File: config.mk
export PLATFORM = sky130hd
export DESIGN_NAME = stage_mem
export DESIGN_NICKNAME = d
export VERILOG_FILES = /design/src/rtl/stage_mem_pkg.sv /design/src/rtl/mem_align.sv /design/src/rtl/stage_mem.sv
export SDC_FILE = /design/constraint.sdc
export NUM_CORES = 1
export LEC_CHECK = 0
export BUFFER_PORTS_ARGS = -buffer_cell sky130_fd_sc_hd__buf_2
export CELL_PAD_IN_SITES_DETAIL_PLACEMENT = 1
export CELL_PAD_IN_SITES_GLOBAL_PLACEMENT = 1
export CORE_UTILIZATION = 35
export CTS_BUF_LIST = sky130_fd_sc_hd__clkbuf_16
export CTS_CLUSTER_SIZE = 25
export DETAILED_ROUTE_END_ITERATION = 12
export GPL_TIMING_DRIVEN = 0
export PLACE_DENSITY_LB_ADDON = 0.1
export SLEW_MARGIN = 20
export SYNTH_ARGS = -nofsm -noshare
export SYNTH_HDL_FRONTEND = slang
export SYNTH_HIERARCHICAL = 1
export SYNTH_SLANG_ARGS = --single-unit
File: constraint.sdc
create_clock -name clock -period 4.7 [get_ports clock]
set_input_delay 0 -clock clock [delete_from_list [all_inputs] [get_ports clock]]
set_output_delay 0 -clock clock [all_outputs]
set_load 0.01 [all_outputs]
File: src/rtl/stage_mem_pkg.sv
// Shared definitions for the memory-access stage.
// Holds operator codes, write/stall/reset polarity constants and the
// FSM state encoding used by stage_mem and mem_align.
package stage_mem_pkg;

    localparam logic RESET_ENABLE  = 1'b1;
    localparam logic WRITE_ENABLE  = 1'b1;
    localparam logic WRITE_DISABLE = 1'b0;
    localparam logic STALL_ENABLE  = 1'b1;
    localparam logic STALL_DISABLE = 1'b0;

    localparam logic [7:0] OPERATOR_LB  = 8'h20;
    localparam logic [7:0] OPERATOR_LH  = 8'h21;
    localparam logic [7:0] OPERATOR_LW  = 8'h23;
    localparam logic [7:0] OPERATOR_LBU = 8'h24;
    localparam logic [7:0] OPERATOR_LHU = 8'h25;
    localparam logic [7:0] OPERATOR_SB  = 8'h28;
    localparam logic [7:0] OPERATOR_SH  = 8'h29;
    localparam logic [7:0] OPERATOR_SW  = 8'h2b;
    localparam logic [7:0] OPERATOR_LL  = 8'h30;
    localparam logic [7:0] OPERATOR_SC  = 8'h38;

    typedef enum logic [1:0] {
        MEM_STATE_IDLE = 2'd0,
        MEM_STATE_WAIT = 2'd1,
        MEM_STATE_DONE = 2'd2
    } mem_state_t;

endpackage

File: src/rtl/mem_align.sv
// Combinational big-endian alignment unit for the memory stage.
// Decodes the operator, flags misaligned accesses, produces the byte-lane
// select and lane-replicated store data, and extracts/extends load data.
// Ports:
//   operator    in  8   operation code
//   offset      in  2   address bits [1:0]
//   store_data  in  32  rt value for stores
//   read_data   in  32  word returned by the bus
//   is_memory   out 1   operator is a load or store
//   is_store    out 1   operator writes memory
//   misaligned  out 1   address not aligned to access size
//   select      out 4   byte lanes, bit 3 = bits [31:24]
//   write_data  out 32  replicated store data
//   load_data   out 32  aligned, sign/zero-extended load result
module mem_align
    import stage_mem_pkg::*;
(
    input  logic [7:0]  operator,
    input  logic [1:0]  offset,
    input  logic [31:0] store_data,
    input  logic [31:0] read_data,
    output logic        is_memory,
    output logic        is_store,
    output logic        misaligned,
    output logic [3:0]  select,
    output logic [31:0] write_data,
    output logic [31:0] load_data
);

    logic [7:0]  lane_byte;
    logic [15:0] lane_half;
    logic [3:0]  byte_select;

    always_comb begin
        lane_byte   = read_data[31:24];
        byte_select = 4'b1000;
        case (offset)
            2'd1: begin lane_byte = read_data[23:16]; byte_select = 4'b0100; end
            2'd2: begin lane_byte = read_data[15:8];  byte_select = 4'b0010; end
            2'd3: begin lane_byte = read_data[7:0];   byte_select = 4'b0001; end
            default: ;
        endcase
        lane_half = offset[1] ? read_data[15:0] : read_data[31:16];
    end

    always_comb begin
        is_memory  = 1'b0;
        is_store   = 1'b0;
        misaligned = 1'b0;
        select     = 4'b0000;
        write_data = 32'h0;
        load_data  = 32'h0;
        case (operator)
            OPERATOR_LB: begin
                is_memory = 1'b1;
                select    = byte_select;
                load_data = {{24{lane_byte[7]}}, lane_byte};
            end
            OPERATOR_LBU: begin
                is_memory = 1'b1;
                select    = byte_select;
                load_data = {24'h0, lane_byte};
            end
            OPERATOR_LH: begin
                is_memory  = 1'b1;
                misaligned = offset[0];
                select     = offset[1] ? 4'b0011 : 4'b1100;
                load_data  = {{16{lane_half[15]}}, lane_half};
            end
            OPERATOR_LHU: begin
                is_memory  = 1'b1;
                misaligned = offset[0];
                select     = offset[1] ? 4'b0011 : 4'b1100;
                load_data  = {16'h0, lane_half};
            end
            OPERATOR_LW, OPERATOR_LL: begin
                is_memory  = 1'b1;
                misaligned = |offset;
                select     = 4'b1111;
                load_data  = read_data;
            end
            OPERATOR_SB: begin
                is_memory  = 1'b1;
                is_store   = 1'b1;
                select     = byte_select;
                write_data = {4{store_data[7:0]}};
            end
            OPERATOR_SH: begin
                is_memory  = 1'b1;
                is_store   = 1'b1;
                misaligned = offset[0];
                select     = offset[1] ? 4'b0011 : 4'b1100;
                write_data = {2{store_data[15:0]}};
            end
            OPERATOR_SW, OPERATOR_SC: begin
                is_memory  = 1'b1;
                is_store   = 1'b1;
                misaligned = |offset;
                select     = 4'b1111;
                write_data = store_data;
            end
            default: ;
        endcase
    end

endmodule

File: src/rtl/stage_mem.sv
// Memory-access stage of the five-stage MIPS pipeline.
// Non-memory ops pass through to the MEM/WB fields combinationally. Loads and
// stores run over a request/acknowledge bus while stall_request holds the
// pipeline; the result is presented from a register once the ack arrives.
// Optional feature macro: MEM_LLSC_EN enables LL/SC link-bit tracking.
// Ports:
//   clock, reset (synchronous, active-high)
//   stall[5:0] (bit 4 = MEM/WB held), llbit_clear
//   mem_* : EX/MEM latch fields (operator, address, store data, GPR/HI/LO)
//   bus_ack, bus_read_data : slave response
//   bus_request, bus_write, bus_address, bus_select, bus_write_data : master
//   stall_request, address_error
//   wb_* : GPR/HI/LO write fields to the MEM/WB latch
//
// state | meaning
// IDLE  | pass-through; a legal memory op issues its request this cycle
// WAIT  | request held on the bus, pipeline stalled until bus_ack
// DONE  | registered result presented; held while stall[4] is set
module stage_mem
    import stage_mem_pkg::*;
(
    input  logic        clock,
    input  logic        reset,
    input  logic [5:0]  stall,
    input  logic        llbit_clear,
    input  logic [31:0] mem_instruction,
    input  logic [7:0]  mem_operator,
    input  logic [31:0] mem_operand_a,
    input  logic [31:0] mem_operand_b,
    input  logic        mem_register_write_enable,
    input  logic [4:0]  mem_register_write_address,
    input  logic [31:0] mem_register_write_data,
    input  logic        mem_register_hi_write_enable,
    input  logic [31:0] mem_register_hi_write_data,
    input  logic        mem_register_lo_write_enable,
    input  logic [31:0] mem_register_lo_write_data,
    input  logic        bus_ack,
    input  logic [31:0] bus_read_data,
    output logic        bus_request,
    output logic        bus_write,
    output logic [31:0] bus_address,
    output logic [3:0]  bus_select,
    output logic [31:0] bus_write_data,
    output logic        stall_request,
    output logic        address_error,
    output logic        wb_register_write_enable,
    output logic [4:0]  wb_register_write_address,
    output logic [31:0] wb_register_write_data,
    output logic        wb_register_hi_write_enable,
    output logic [31:0] wb_register_hi_write_data,
    output logic        wb_register_lo_write_enable,
    output logic [31:0] wb_register_lo_write_data
);

    mem_state_t  state;

    logic [7:0]  held_operator;
    logic [1:0]  held_offset;
    logic        held_write;
    logic [31:0] held_address;
    logic [3:0]  held_select;
    logic [31:0] held_write_data;
    logic        held_reg_we;
    logic [4:0]  held_reg_address;
    logic [31:0] held_reg_data;
    logic        held_hi_we;
    logic [31:0] held_hi_data;
    logic        held_lo_we;
    logic [31:0] held_lo_data;

    logic        is_memory;
    logic        is_store;
    logic        misaligned;
    logic [3:0]  align_select;
    logic [31:0] align_write_data;
    logic [31:0] align_load_data;
    logic [7:0]  align_operator;
    logic [1:0]  align_offset;
    logic        sc_fail;
    logic        start;

    // Outside IDLE the aligner works from the captured op so the load result
    // does not depend on the EX/MEM latch staying put.
    assign align_operator = (state == MEM_STATE_IDLE) ? mem_operator : held_operator;
    assign align_offset   = (state == MEM_STATE_IDLE) ? mem_operand_a[1:0] : held_offset;

    mem_align u_align (
        .operator   (align_operator),
        .offset     (align_offset),
        .store_data (mem_operand_b),
        .read_data  (bus_read_data),
        .is_memory  (is_memory),
        .is_store   (is_store),
        .misaligned (misaligned),
        .select     (align_select),
        .write_data (align_write_data),
        .load_data  (align_load_data)
    );

`ifdef MEM_LLSC_EN
    logic llbit;

    // A concurrent clear beats setting the link on LL completion.
    always_ff @(posedge clock) begin
        if (reset == RESET_ENABLE) begin
            llbit <= 1'b0;
        end else if (llbit_clear) begin
            llbit <= 1'b0;
        end else if (state == MEM_STATE_WAIT && bus_ack) begin
            if (held_write)
                llbit <= 1'b0;
            else if (held_operator == OPERATOR_LL)
                llbit <= 1'b1;
        end
    end

    assign sc_fail = (mem_operator == OPERATOR_SC) && (llbit == 1'b0);

    logic unused_inputs;
    assign unused_inputs = ^{mem_instruction, stall[5], stall[3:0]};
`else
    assign sc_fail = 1'b0;

    logic unused_inputs;
    assign unused_inputs = ^{mem_instruction, stall[5], stall[3:0], llbit_clear};
`endif

    assign start = is_memory && !misaligned && !sc_fail;

    always_ff @(posedge clock) begin
        if (reset == RESET_ENABLE) begin
            state            <= MEM_STATE_IDLE;
            held_operator    <= 8'h0;
            held_offset      <= 2'b00;
            held_write       <= 1'b0;
            held_address     <= 32'h0;
            held_select      <= 4'b0000;
            held_write_data  <= 32'h0;
            held_reg_we      <= WRITE_DISABLE;
            held_reg_address <= 5'd0;
            held_reg_data    <= 32'h0;
            held_hi_we       <= WRITE_DISABLE;
            held_hi_data     <= 32'h0;
            held_lo_we       <= WRITE_DISABLE;
            held_lo_data     <= 32'h0;
        end else begin
            case (state)
                MEM_STATE_IDLE: begin
                    if (start) begin
                        held_operator    <= mem_operator;
                        held_offset      <= mem_operand_a[1:0];
                        held_write       <= is_store;
                        held_address     <= {mem_operand_a[31:2], 2'b00};
                        held_select      <= align_select;
                        held_write_data  <= align_write_data;
                        // SC reports success through rt; plain stores never write a GPR.
                        if (mem_operator == OPERATOR_SC) begin
                            held_reg_we   <= WRITE_ENABLE;
                            held_reg_data <= 32'd1;
                        end else begin
                            held_reg_we   <= is_store ? WRITE_DISABLE : mem_register_write_enable;
                            held_reg_data <= mem_register_write_data;
                        end
                        held_reg_address <= mem_register_write_address;
                        held_hi_we       <= mem_register_hi_write_enable;
                        held_hi_data     <= mem_register_hi_write_data;
                        held_lo_we       <= mem_register_lo_write_enable;
                        held_lo_data     <= mem_register_lo_write_data;
                        state            <= MEM_STATE_WAIT;
                    end
                end
                MEM_STATE_WAIT: begin
                    if (bus_ack) begin
                        if (!held_write)
                            held_reg_data <= align_load_data;
                        state <= MEM_STATE_DONE;
                    end
                end
                MEM_STATE_DONE: begin
                    if (!stall[4])
                        state <= MEM_STATE_IDLE;
                end
                default: state <= MEM_STATE_IDLE;
            endcase
        end
    end

    always_comb begin
        bus_request                 = 1'b0;
        bus_write                   = 1'b0;
        bus_address                 = 32'h0;
        bus_select                  = 4'b0000;
        bus_write_data              = 32'h0;
        stall_request               = STALL_DISABLE;
        address_error               = 1'b0;
        wb_register_write_enable    = WRITE_DISABLE;
        wb_register_write_address   = 5'd0;
        wb_register_write_data      = 32'h0;
        wb_register_hi_write_enable = WRITE_DISABLE;
        wb_register_hi_write_data   = 32'h0;
        wb_register_lo_write_enable = WRITE_DISABLE;
        wb_register_lo_write_data   = 32'h0;
        if (reset != RESET_ENABLE) begin
            case (state)
                MEM_STATE_IDLE: begin
                    wb_register_write_enable    = mem_register_write_enable;
                    wb_register_write_address   = mem_register_write_address;
                    wb_register_write_data      = mem_register_write_data;
                    wb_register_hi_write_enable = mem_register_hi_write_enable;
                    wb_register_hi_write_data   = mem_register_hi_write_data;
                    wb_register_lo_write_enable = mem_register_lo_write_enable;
                    wb_register_lo_write_data   = mem_register_lo_write_data;
                    if (is_memory) begin
                        if (misaligned) begin
                            address_error            = 1'b1;
                            wb_register_write_enable = WRITE_DISABLE;
                        end else if (sc_fail) begin
                            wb_register_write_enable = WRITE_ENABLE;
                            wb_register_write_data   = 32'h0;
                        end else begin
                            bus_request              = 1'b1;
                            bus_write                = is_store;
                            bus_address              = {mem_operand_a[31:2], 2'b00};
                            bus_select               = align_select;
                            bus_write_data           = align_write_data;
                            stall_request            = STALL_ENABLE;
                            wb_register_write_enable = WRITE_DISABLE;
                        end
                    end
                end
                MEM_STATE_WAIT: begin
                    bus_request    = 1'b1;
                    bus_write      = held_write;
                    bus_address    = held_address;
                    bus_select     = held_select;
                    bus_write_data = held_write_data;
                    stall_request  = STALL_ENABLE;
                end
                MEM_STATE_DONE: begin
                    wb_register_write_enable    = held_reg_we;
                    wb_register_write_address   = held_reg_address;
                    wb_register_write_data      = held_reg_data;
                    wb_register_hi_write_enable = held_hi_we;
                    wb_register_hi_write_data   = held_hi_data;
                    wb_register_lo_write_enable = held_lo_we;
                    wb_register_lo_write_data   = held_lo_data;
                end
                default: ;
            endcase
        end
    end

endmodule

==> metrics.csv, run 1 <==
metric;value;unit
status;completed;
Period minus WS final;4.496;ns
final worst slack;0.2036;ns
pwr/cell area;249.8;nW/um^2
CP delay by family, top;buffers and inverters;
CP Max Fanout;10;
#FFs+latches synth;183;
die height;177.8;um
Die X;177.8;um
CP endpoint kind;output port;
Mapped Cells;1426;
drt first pass iters;5;
Antenna Nets Post-Route;0;
Leak;6.297;nW
Pwr Total;3.887;mW
Post-DP HPWL;33270;um
critical path's most frequent cell;buf_2;
EDFF count, synth;0;
Via density;5.195;
worst-path cell chain;buf_2 -> nor2_1 -> clkbuf_4 -> mux2_2 -> clkbuf_8 -> or3b_1 -> a21o_1 -> a21o_1 -> o21ai_2 -> nor4b_4 -> buf_4 -> buf_2 -> nand2_1 -> a21oi_1 -> buf_2;
share of synthesized cell area in full adder, half adder and majority cells;0;%
CTS H-tree depth;4;
leading cell type in the layout, fill and taps excluded;buf_2;
Synth Area in XOR/XNOR;0;%
sequential share of the synthesized area;33.87;%
FMAX;222.4;MHz
HP Start;bus_read_data[19];
total congestion overflow;0;
# nets final;2253;
worst skew pair latency;0.44;ns
Hold Vio Cnt, Final;0;
first-pass GRT wire length;70270;um
WP depth;15;
RSZ-0062 raised after global routing;no;
most used flip-flop cell after synthesis;dfxtp_1;
largest net degree at the start of global routing;19;
initial drt markers;486;
share of cells above drive strength 1;27.54;%
PortBufs;385;
Synth Area in Compound Gates;22.73;%
number of global-route vias before repair;13020;
Clock Root Buffer;clkbuf_16;
final period utilization;95.67;%
Critical Path AT;4.50;ns
r2r worst-path depth;13;
Synthesis Warnings;6;
most frequent cells in the layout;buf_2, nand2_1, a21oi_1;
antenna violations before repair;2;
pre-CTS setup slack;0.1235;ns
gpl congestion;0.8534;
Buf/Inv on CP;6;
Post-Syn Area;10820;um^2
Finish-stage setup viols;0;
Hold Path Depth;4;
CTS tree;done;
Yosys cell types;58;
Clock Tree Buf Depth;2;
I/O pins;426;
drt wl/cell;19.14;um
Num CTS Buffers;17;
die area;31610;um^2
Post-route DRC;0;
Max IR drop VDD;186.6;uV
startpoint types;flop;
Hold Path Class;input port to flop;
Critical-path top delay cell;or3b_1;
core box area;30510;um^2
row count;64;
WL final;46180;um
simple logic cell fraction of the synthesized area;23.35;%
fin. max-slew vios;0;
multiplexer share of the synthesized area;12.88;%
worst-margin pin slew;1.002;ns
clk slew on worst S/H paths;0.08;ns
Synth async-reset ratio;0;%
Sum Neg Setup Slack;0;ns
Worst Skew;0.02166;ns
syn_area_per_cell;7.586;um^2
Max-slew headroom;33.22;%
Area Growth Syn to Fin;43.85;%
Initial Util;35.46;%
Worst EP required;4.70;ns
critical path startpoint;state[1];
TritonCTS Sinks;183;
max-cap check violation count;0;
GRT Total Usage;28.51;%
routed vias;12540;
crit-path max cell delay;0.41;ns
Crit Path Category;flop to output port;
r2r startpoint;state[1];
largest family of logic cells by synthesized area;simple AND/OR/NAND/NOR gates;
-- registers in the layout (all words and copies together), names as in the netlist --
signal,count
held_address,30
held_hi_data,32
held_hi_we,1
held_lo_data,32
held_lo_we,1
held_offset,2
held_operator,8
held_reg_address,5
held_reg_data,32
held_reg_we,1
held_select,4
held_write,1
held_write_data,32
state,2
-- area by class of cell --
type,count,area (um^2)
Clock buffer,17,425.4
Timing Repair Buffer,557,3646
Antenna cell,2,5.005
Sequential cell,183,3664
Tap cell,396,495.5
Clock inverter,14,141.4
Fill cell,3879,14950
Inverter,2,7.507
Buffer,139,769.5
Multi-Input combinational cell,1103,6407
-- cells by family (layout without fill, tap and decap cells) --
family / Yosys count / count (layout)
buf+inv: 141 / 729
other cells: 1 / 4
mux: 137 / 137
flops: 183 / 183
simple gates: 604 / 604
compound gates: 360 / 360
-- synthesized netlist by cell type, types with 18 or more instances --
| cell type | n | area (um^2) |
|---|---|---|
| clkbuf_1 | 56 | 210.2 |
| o211ai_1 | 31 | 232.7 |
| buf_2 | 50 | 250.2 |
| dfxtp_1 | 183 | 3664 |
| mux2i_1 | 119 | 1191 |
| nor2_1 | 123 | 461.7 |
| a311oi_2 | 30 | 450.4 |
| nor3_1 | 35 | 175.2 |
| a21oi_1 | 222 | 1111 |
| a21o_1 | 19 | 142.6 |
| nand2_1 | 397 | 1490 |
| mux2_2 | 18 | 202.7 |
-- what timing repair did --
action,in CTS,in global routing
pin swaps,0,0
hold buffers,171,0
setup endpoints to repair,67,148
gates resized for setup,2,4
buffers inserted,0,1
endpoints found under the hold margin,169,0
-- worst min-delay path, cell delays in order --
cell,delay [ns]
buf_2,0.11
a21o_1,0.15
nand2_1,0.06
a311oi_2,0.08
-- layer usage --
layer	global-route usage, %	wire (um)
met1	34.58	19950
met2	50.36	22650
met3	4.284	1980
met4	10.90	1602
met5	0	0
-- where the power goes --
| group | total [mW] | switching, mW | internal, mW |
|---|---|---|---|
| logic | 0.836 | 0.462 | 0.374 |
| clock network | 1.42 | 0.720 | 0.703 |
| registers | 1.63 | 0.0280 | 1.60 |
| total | 3.89 | 1.21 | 2.68 |
-- final timing paths --
check | slack, ns | endpoint
setup / recovery | 0.20 | bus_write_data[29]
hold / removal | 0.02 | held_reg_data[19]
hold reg to reg | 0.46 | held_lo_data[3]
setup reg to reg | 0.22 | held_reg_data[0]
-- metrics by stage --
step / hold slack, ns / instance area, um^2 / instances / utilization, %
2_1_floorplan: 0.1360 / 10820 / 1427 / -
3_3_place_gp: 0.2517 / 13240 / 2208 / 43.41
3_5_place_dp: 0.2582 / 13240 / 2208 / 43.41
4_1_cts: 0.006040 / 15520 / 2410 / 50.89
5_1_grt: 0.02685 / 15560 / 2413 / 51.00
6_report: 0.02189 / 15560 / 2413 / 51.00
Note: power is estimated with default switching activity, not from simulation.
==> run 2, diff against run 1 <==
Settings changed: RECOVER_POWER set to 25, REMOVE_ABC_BUFFERS set to 1, TNS_END_PERCENT set to 30.
==> run 2 against run 1 <==
The run now ends with max-capacitance violations, max-slew violations left; highest routed layer is now met5; clock skew down 0.0017 ns; die area unchanged; hold slack better by 0.0027 ns; setup slack better by 0.032 ns; via count down 2.6%; critical endpoint is now held_address[7]; non-clock buffer count down 87; sequential share of layout area up 0.070 points; core utilization down 0.098 points; largest power group unchanged; clock-buffer cell count unchanged; cell count down 3.2%; first-iteration DRC count up 10%; combinational power down 2%.
==> metrics.csv, run 2 (synthesis gave the netlist of run 1 again) <==
metric;value;unit;change
Area Growth Syn to Fin;43.57;%;
Clock Tree Buf Depth;2;;unchanged
# nets final;2168;;-3.8%
Hold Path Class;input port to flop;;
Period minus WS final;4.465;ns;-0.03168 ns
worst-path cell chain;buf_12 -> nor2_4 -> mux2_2 -> or4b_4 -> nor3b_4 -> nand2_1 -> o31ai_1 -> or4b_4 -> buf_16 -> nand2_1 -> a21oi_1 -> dlygate4sd3_1;;
leading cell type in the layout, fill and taps excluded;nand2_1;;
violated checks;max-capacitance violations, max-slew violations;;
Max IR drop VDD;189.8;uV;+1.7%
WL final;43690;um;-5.4%
fin. max-slew vios;69;;+69
crit-path max cell delay;0.61;ns;+0.20 ns
Worst Skew;0.01994;ns;-0.001724 ns
Pwr Total;3.890;mW;about the same
Num CTS Buffers;17;;unchanged
status;finished, violations left;;
Post-route DRC;0;;unchanged
row count;64;;unchanged
Initial Util;35.46;%;unchanged
Crit Path Category;flop to flop;;
Via density;5.227;;+0.61%
worst hold slack;0.02458;ns;+0.002688 ns
Post-DP HPWL;28370;um;-15%
worst-margin pin slew;2.277;ns;+1.276 ns
Worst EP required;5.09;ns;+0.39 ns
worst skew pair latency;0.44;ns;about the same
CP Max Fanout;55;;+45
CTS H-tree depth;4;;unchanged
number of global-route vias before repair;12160;;-6.6%
Die X;177.8;um;unchanged
final period utilization;94.99;%;-0.67 points
Hold Vio Cnt, Final;0;;unchanged
total congestion overflow;0;;unchanged
startpoint types;flop;;
Clock Root Buffer;clkbuf_16;;
Critical-path top delay cell;or4b_4;;
gpl congestion;0.7556;;-11%
Max-slew headroom;-51.81;%;-85 points
max-cap check violation count;2;;+2
CTS tree;done;;
PortBufs;385;;unchanged
most frequent cells in the layout;nand2_1, buf_2, a21oi_1;;
TritonCTS Sinks;183;;unchanged
clk slew on worst S/H paths;0.08;ns;about the same
first-pass GRT wire length;65600;um;-6.6%
die height;177.8;um;unchanged
fillers;3841;;-0.98%
FMAX;224.0;MHz;+0.71%
GRT Total Usage;26.21;%;-2.3 points
drt first pass iters;5;;unchanged
Critical Path AT;4.85;ns;+0.35 ns
core box area;30510;um^2;unchanged
drt wl/cell;18.71;um;-2.2%
Leak;5.923;nW;-5.9%
die area;31610;um^2;unchanged
CP endpoint kind;flop;;
routed vias;12210;;-2.6%
I/O pins;426;;unchanged
pwr/cell area;250.4;nW/um^2;+0.26%
Finish-stage setup viols;0;;unchanged
RSZ-0062 raised after global routing;no;;
antenna violations before repair;10;;+8
initial drt markers;536;;+10%
share of cells above drive strength 1;23.11;%;-4.4 points
Antenna Nets Post-Route;0;;unchanged
largest net degree at the start of global routing;72;;+53
run 2: cell count changes in the layout (fill, tap and decap cells not counted), sizes merged:
cell and delta:
buf -122, clkbuf +23, dlygate4sd3 +12, diode +7, clkinv -1, inv +1
nor2 +1, or4b +1
run 2: worst paths after layout:
path,start,endpoint,slack [ns],depth (start not counted)
max reg2reg,state[1],held_address[7],0.24,12
max,state[1],held_address[7],0.24,12
min,mem_operand_b[1],held_write_data[1],0.02,4
min reg2reg,held_hi_data[17],held_hi_data[17],0.46,2
run 2: per-stage QoR:
step	std cells	utilization [%]	instance area, um^2	setup WS (ns)	setup TNS (ns)
finish	2335	50.91	15530	0.2353	0
global route	2334	50.90	15530	0.07694	0
CTS	2319	51.00	15560	0.02258	0
detailed placement	2103	42.95	13100	-0.5198	-74.68
global placement	2069	40.90	12480	-19.88	-4794.66
floorplan	1288	-	10060	-10.54	-2410.89
run 2: timing repair:
| item | 4_1_cts | 5_1_grt |
|---|---|---|
| gates cloned | 0 | 2 |
| endpoints found under the setup margin | 249 | 83 |
| pin swaps | 0 | 2 |
| hold buffers | 183 | 0 |
| buffers inserted | 2 | 5 |
| endpoints found under the hold margin | 175 | 0 |
| gates resized for setup | 7 | 2 |
run 2: cell type report:
type / count / area [um^2] / area share [%]
clock inverter: 14 / 137.6 / 0.8862
timing repair buffer: 609 / 4314 / 27.78
sequential: 183 / 3667 / 23.61
clock buffer: 17 / 425.4 / 2.739
inverter: 2 / 7.507 / 0.04834
antenna: 9 / 22.52 / 0.1450
multi-input combinational: 1105 / 6461 / 41.60
tap: 396 / 495.5 / 3.190
run 2: routing by layer:
layer	track usage, %	vias to the layer above	wire [um]
li1	-	5930	-
met1	31.24	5876	19010
met3	6.277	70	2688
met2	44.95	327	20830
met4	10.58	2	1151
met5	0	-	8
run 2: power by group:
group	switching [mW]	total, mW	internal, mW
Combinational	0.445	0.817	0.372
Sequential	0.0270	1.63	1.60
Clock	0.741	1.45	0.704
run 2: critical path, delay by kind of cell, from the launching register on:
family | cells | cell delay, ns
compound gates | 2 | 0.39
buf+inv | 3 | 1.06
flops | 1 | 0.39
mux | 1 | 0.44
simple gates | 6 | 2.08
